`config.mk`:
```
export PLATFORM = sky130hd
export DESIGN_NAME = tlk_tx_align_flat
export DESIGN_NICKNAME = d
export VERILOG_FILES = /design/src/rtl/tlk_tx_align_if.sv /design/src/rtl/tlk_tx_align.sv /design/src/flat_wrapper.sv
export SDC_FILE = /design/constraint.sdc
export NUM_CORES = 1
export LEC_CHECK = 0
export ABC_AREA = 0
export BUFFER_PORTS_ARGS = -buffer_cell sky130_fd_sc_hd__buf_2
export CAP_MARGIN = 20
export CORE_ASPECT_RATIO = 0.8
export CORE_UTILIZATION = 51
export CTS_CLUSTER_DIAMETER = 120
export DETAILED_ROUTE_END_ITERATION = 10
export MAX_ROUTING_LAYER = met4
export PLACE_DENSITY = 0.78
export SYNTH_ARGS = -nofsm -noshare
export SYNTH_HDL_FRONTEND = slang
export SYNTH_SLANG_ARGS = --single-unit
```
`constraint.sdc`:
```
create_clock -name clk -period 2.56 [get_ports clk]
set_clock_uncertainty 0.1 [all_clocks]
set_input_delay 0.256 -clock clk [delete_from_list [all_inputs] [get_ports clk]]
set_output_delay 0.256 -clock clk [all_outputs]
set_load 0.01 [all_outputs]
```
`src/rtl/tlk_tx_align_if.sv`:
```
// Payload handshake between the LV2 event formatter (master) and the TLK TX aligner (slave).
interface tlk_tx_align_if #(
    parameter int DW = 16
) ();
    logic [DW-1:0] in_data;
    logic          in_valid;
    logic          in_ready;

    modport master (output in_data, output in_valid, input  in_ready);
    modport slave  (input  in_data, input  in_valid, output in_ready);
endinterface

```
`src/rtl/tlk_tx_align.sv`:
```
// TLK transmit link bring-up: error-propagation training burst, IDLE hold, then data pass-through.
// Optional retrain_cnt statistics output is built only when TLKTX_STATS_EN is defined.
module tlk_tx_align #(
    parameter int DW           = 16,
    parameter int TRAIN_CYCLES = 1024,
    parameter int HOLD_CYCLES  = 512,
    parameter int TW           = 11
) (
    input  logic          clk,
    input  logic          reset,
    input  logic          LIVE,
    input  logic          retrain,
    tlk_tx_align_if.slave in_if,
    output logic [DW-1:0] tx_data,
    output logic          tx_en,
    output logic          tx_er,
    output logic          link_up
`ifdef TLKTX_STATS_EN
    ,
    output logic [15:0]   retrain_cnt
`endif
);

    localparam logic [1:0] ST_OFF    = 2'd0;
    localparam logic [1:0] ST_TRAIN  = 2'd1;
    localparam logic [1:0] ST_SETTLE = 2'd2;
    localparam logic [1:0] ST_RUN    = 2'd3;

    localparam logic [TW-1:0] TRAIN_LAST = TW'(TRAIN_CYCLES - 1);
    localparam logic [TW-1:0] HOLD_LAST  = TW'(HOLD_CYCLES - 1);

    logic [1:0]    state_q, state_d;
    logic [TW-1:0] timer_q, timer_d;
    logic [DW-1:0] tx_data_q, tx_data_d;
    logic          tx_en_q, tx_en_d;
    logic          tx_er_q, tx_er_d;
    logic          link_up_q, link_up_d;
    logic          xfer;

    // Ready is combinational so a LIVE drop or retrain blocks the transfer in the same cycle.
    assign in_if.in_ready = (state_q == ST_RUN) & LIVE & ~retrain;
    assign xfer           = in_if.in_valid & in_if.in_ready;

    always_comb begin
        state_d = state_q;
        timer_d = timer_q;
        if (!LIVE) begin
            state_d = ST_OFF;
            timer_d = '0;
        end else if (retrain) begin
            state_d = ST_TRAIN;
            timer_d = '0;
        end else begin
            case (state_q)
                ST_OFF: begin
                    state_d = ST_TRAIN;
                    timer_d = '0;
                end
                ST_TRAIN: begin
                    if (timer_q == TRAIN_LAST) begin
                        state_d = ST_SETTLE;
                        timer_d = '0;
                    end else begin
                        timer_d = timer_q + TW'(1);
                    end
                end
                ST_SETTLE: begin
                    if (timer_q == HOLD_LAST) begin
                        state_d = ST_RUN;
                        timer_d = '0;
                    end else begin
                        timer_d = timer_q + TW'(1);
                    end
                end
                ST_RUN:  state_d = ST_RUN;
                default: begin
                    state_d = ST_OFF;
                    timer_d = '0;
                end
            endcase
        end
    end

    // Pin encoding follows the next state, so the first TRAIN word appears right after the LIVE edge.
    always_comb begin
        tx_data_d = '0;
        tx_en_d   = 1'b0;
        tx_er_d   = 1'b0;
        link_up_d = (state_d == ST_RUN);
        if (state_d == ST_TRAIN) begin
            tx_data_d = '1;
            tx_en_d   = 1'b1;
            tx_er_d   = 1'b1;
        end else if (xfer) begin
            tx_data_d = in_if.in_data;
            tx_en_d   = 1'b1;
        end
    end

    always_ff @(posedge clk or negedge reset) begin
        if (!reset) begin
            state_q   <= ST_OFF;
            timer_q   <= '0;
            tx_data_q <= '0;
            tx_en_q   <= 1'b0;
            tx_er_q   <= 1'b0;
            link_up_q <= 1'b0;
        end else begin
            state_q   <= state_d;
            timer_q   <= timer_d;
            tx_data_q <= tx_data_d;
            tx_en_q   <= tx_en_d;
            tx_er_q   <= tx_er_d;
            link_up_q <= link_up_d;
        end
    end

    assign tx_data = tx_data_q;
    assign tx_en   = tx_en_q;
    assign tx_er   = tx_er_q;
    assign link_up = link_up_q;

`ifdef TLKTX_STATS_EN
    logic [15:0] retrain_cnt_q, retrain_cnt_d;
    logic        train_entry;

    // An entry is any move into TRAIN, including a retrain that restarts an ongoing training.
    assign train_entry = (state_d == ST_TRAIN) & ((state_q != ST_TRAIN) | retrain);

    always_comb begin
        retrain_cnt_d = retrain_cnt_q;
        if (train_entry && (retrain_cnt_q != 16'hFFFF)) begin
            retrain_cnt_d = retrain_cnt_q + 16'd1;
        end
    end

    always_ff @(posedge clk or negedge reset) begin
        if (!reset) begin
            retrain_cnt_q <= '0;
        end else begin
            retrain_cnt_q <= retrain_cnt_d;
        end
    end

    assign retrain_cnt = retrain_cnt_q;
`endif

endmodule

```
`src/flat_wrapper.sv`:
```
// flat-port wrapper written by rule: the top's interface ports become plain ports
module tlk_tx_align_flat 
#(
    parameter int DW           = 16,
    parameter int TRAIN_CYCLES = 1024,
    parameter int HOLD_CYCLES  = 512,
    parameter int TW           = 11
)
  (clk, reset, LIVE, retrain, tx_data, tx_en, tx_er, link_up, in_if_in_data, in_if_in_valid, in_if_in_ready);
  tlk_tx_align_if #(.DW(DW)) in_if_i ();
  input  logic clk;
  input  logic reset;
  input  logic LIVE;
  input  logic retrain;
  output logic [DW-1:0] tx_data;
  output logic tx_en;
  output logic tx_er;
  output logic link_up;
  input wire logic [$bits(in_if_i.in_data)-1:0] in_if_in_data;
  input wire logic [$bits(in_if_i.in_valid)-1:0] in_if_in_valid;
  output wire logic [$bits(in_if_i.in_ready)-1:0] in_if_in_ready;
  assign in_if_i.in_data = in_if_in_data;
  assign in_if_i.in_valid = in_if_in_valid;
  assign in_if_in_ready = in_if_i.in_ready;
  tlk_tx_align #(.DW(DW), .TRAIN_CYCLES(TRAIN_CYCLES), .HOLD_CYCLES(HOLD_CYCLES), .TW(TW)) u_core (.clk(clk), .reset(reset), .LIVE(LIVE), .retrain(retrain), .in_if(in_if_i), .tx_data(tx_data), .tx_en(tx_en), .tx_er(tx_er), .link_up(link_up));
endmodule
```
==> flow_summary.json <==
{
  "start_util_pct": 54.4,
  "grt_usage_pct": 22.9,
  "die_h_um": 51.0,
  "gp_congestion": 0.894,
  "endpoint_kind": "flop",
  "die-area_sq_mm": 0.00322,
  "hp-class": "in -> reg",
  "setup_tns_ns": 0,
  "cts_tree": "built",
  "cp-start-kind": "flop",
  "tightest_slew_ns": 0.706,
  "nets": 224,
  "status": "finished clean",
  "syn-cell-area_sq_mm": 0.00153,
  "n_antenna_cell": 0,
  "clockBufferDepth": 2,
  "firstDrtPassIters": 4,
  "layout_common_cells": "buf_2 (40), dfrtp_1 (32), nand2_1 (21)",
  "grt_max_degree": 33,
  "dieWidth_um": 63.2,
  "setup.worst_path.class": "reg -> reg",
  "period_share_pct": 85.1,
  "holdPathEnd": "u_core.tx_data[5]$_DFF_PN0_",
  "whs_path_depth": 3,
  "cpMostUsedCell": "a31oi_1",
  "syn-num-nets": 179,
  "max_slew_margin_pct": 53.0,
  "synth-edff-count": 0,
  "grt_pass1_vias": 1152,
  "drive_gt1_share_pct": 27.3,
  "cts-buffers-inserted": 5,
  "clk_latency_ns": 0.29,
  "cap_violations": 0,
  "rows": 17,
  "max_stage_delay_ns": 0.45,
  "route.detailed.drc": 0,
  "synth-seq-cells": 32,
  "reg2regPathDepth": 7,
  "synth_ff_type": "dfrtp_1",
  "period_needed_ns": 2.18,
  "vias": 1302,
  "slew_viol_final": 0,
  "via_per_inst": 5.52,
  "overflow": 0,
  "boundaryPins": 41,
  "crit_cells": 7,
  "r2r_start": "u_core.state_q[0]$_DFF_PN0_",
  "powerDensity_mw_per_mm2": 568,
  "grt_pass1_wl_um": 5300,
  "cpMaxStageDelayCell": "or4_1",
  "syn_to_final_growth_pct": 22.8,
  "detailed_place_hpwl_um": 2270,
  "arrival_ns": 2.24,
  "final_hold_viol_count": 0,
  "yosys_warnings": 0,
  "rsz0062_at_grt": "false",
  "io_buffers": 40,
  "clock-sinks": 32,
  "reg2reg_slack_ns": 0.38,
  "place_inst": 227,
  "ant_nets": 0,
  "leakagePower_uw": 0.000874,
  "hp-start": "in_if_in_data[5]",
  "setup_viol": 0,
  "worst-path-buf-inv": 2,
  "synthCells": 152,
  "ys_async_sr_fraction_pct": 100,
  "cp.required_ns": 2.62,
  "critPathMaxFanout": 11,
  "drt_iter0_markers": 67,
  "syn_avg_cell_area_sq_um": 10.1,
  "final_common_cell": "buf_2",
  "crit_family": "simple AND/OR/NAND/NOR gates",
  "yosysUniqueCellTypes": 34,
  "cts-resized-gates": 0,
  "antenna_found_initial": 0,
  "clk_pin_slew_ns": 0.06,
  "coreArea_sq_mm": 0.00281,
  "crit_chain": "inv_1 -> ha_1 -> mux2_2 -> or4_1 -> buf_4 -> a31oi_1 -> a31oi_1",
  "cts_root_buf": "clkbuf_8",
  "max-vdd-ir-drop_mv": 0.397,
  "final_cell_count_no_fill": 236,
  "fillers": 234,
  "wl_um": 3300,
  "synth-seq-area-share_pct": 52.4,
  "cts.htree.levels": 2,
  "timing.fmax_mhz": 459,
  "r2r-end": "u_core.timer_q[2]$_DFFE_PN0P_",
  "post_drt_wl_per_cell_um": 14.0
}
-- final cells by class --
type	instances	area, sq um	share of cell area (%)
Clock buffer	8	90.1	4.80
Inverter	5	18.8	1.00
Multi-Input combinational cell	107	671	35.8
Sequential cell	32	801	42.7
Tap cell	38	47.5	2.54
Timing Repair Buffer	46	248	13.2
-- sequential cells by signal (all words and copies together), names as in the netlist --
name            flops
u_core.tx_en        1
u_core.timer_q     11
u_core.tx_er        1
u_core.link_up      1
u_core.tx_data     16
u_core.state_q      2
-- worst max path at each step --
stage | startpoint | slack (ns) | to
floorplan | u_core.state_q[1]$_DFF_PN0_ | 0.52 | u_core.timer_q[9]$_DFFE_PN0P_
global placement | u_core.timer_q[0]$_DFFE_PN0P_ | 0.50 | u_core.tx_data[4]$_DFF_PN0_
detailed placement | u_core.state_q[1]$_DFF_PN0_ | 0.43 | u_core.timer_q[2]$_DFFE_PN0P_
CTS | u_core.state_q[0]$_DFF_PN0_ | 0.41 | u_core.timer_q[2]$_DFFE_PN0P_
global route | u_core.state_q[0]$_DFF_PN0_ | 0.26 | u_core.tx_en$_DFF_PN0_
finish | u_core.state_q[0]$_DFF_PN0_ | 0.38 | u_core.timer_q[2]$_DFFE_PN0P_
-- through the flow --
stage | power, uW | hold WS [ns] | instance area [sq um] | setup slack [ns] | util, %
3_3_place_gp | 665 | 0.226 | 1780 | 0.502 | 63.2
2_1_floorplan | 607 | -0.140 | 1530 | 0.518 | -
6_report | 1060 | 0.0699 | 1880 | 0.382 | 66.8
5_1_grt | 1100 | 0.0775 | 1880 | 0.259 | 66.8
4_1_cts | 1070 | 0.0687 | 1880 | 0.407 | 66.8
3_5_place_dp | 671 | 0.249 | 1780 | 0.435 | 63.2
-- logic make-up (layout without fill, tap and decap cells) --
family	after synthesis	in the layout	synth area share, %
DFF	32	32	52.4
AOI/OAI and AO/OA	41	41	17.0
adders and majority gates	6	6	4.91
muxes	2	2	1.39
buffers and inverters	13	59	3.69
and+or+nand+nor	57	57	20.1
xor gates and xnor gates	1	1	0.573
-- worst min-delay path, cell delays in order --
cell	delay, ns
buf_2	0.08
nand2_1	0.03
o21ai_0	0.05
-- what timing repair did --
action                                 CTS  global route
setup endpoints to repair                0             0
endpoints found under the hold margin   32             0
setup buffers                            0             0
hold buffers                             1             0
-- where the power goes --
group / total (uW) / leakage (uW) / internal [uW] / switching, uW
logic: 121 / 0.000415 / 51.4 / 69.4
registers: 542 / 0.000414 / 534 / 8.22
clock network: 402 / 0.0000455 / 219 / 183
-- per-layer routing --
layer / wire [um] / vias to the layer above / GRT usage [%]
met2: 1500 / 33 / 35.1
met1: 1560 / 619 / 28.1
li1: - / 645 / -
met5: 0 / - / -
met3: 186 / 5 / 8.48
met4: 43 / 0 / 7.95
-- synth_stat cells, drive strengths merged (2+ instances only) --
cell type	n	area share [%]
buf	2	0.98
a31oi	8	3.3
nor4	2	0.82
a211oi	3	1.8
o41ai	2	1.1
ha	6	4.9
nand4	3	1.2
and3	3	1.2
nand2	21	5.2
or4	3	1.5
dfrtp	32	52
o21ai	21	6.9
nor3	3	0.98
nor2	4	0.98
clkbuf	6	1.5
inv	5	1.2
nand3b	4	2.0
nand3	6	2.0
and4	2	1.1
a22o	4	2.3
No activity file was read; power rests on OpenSTA's default activity.
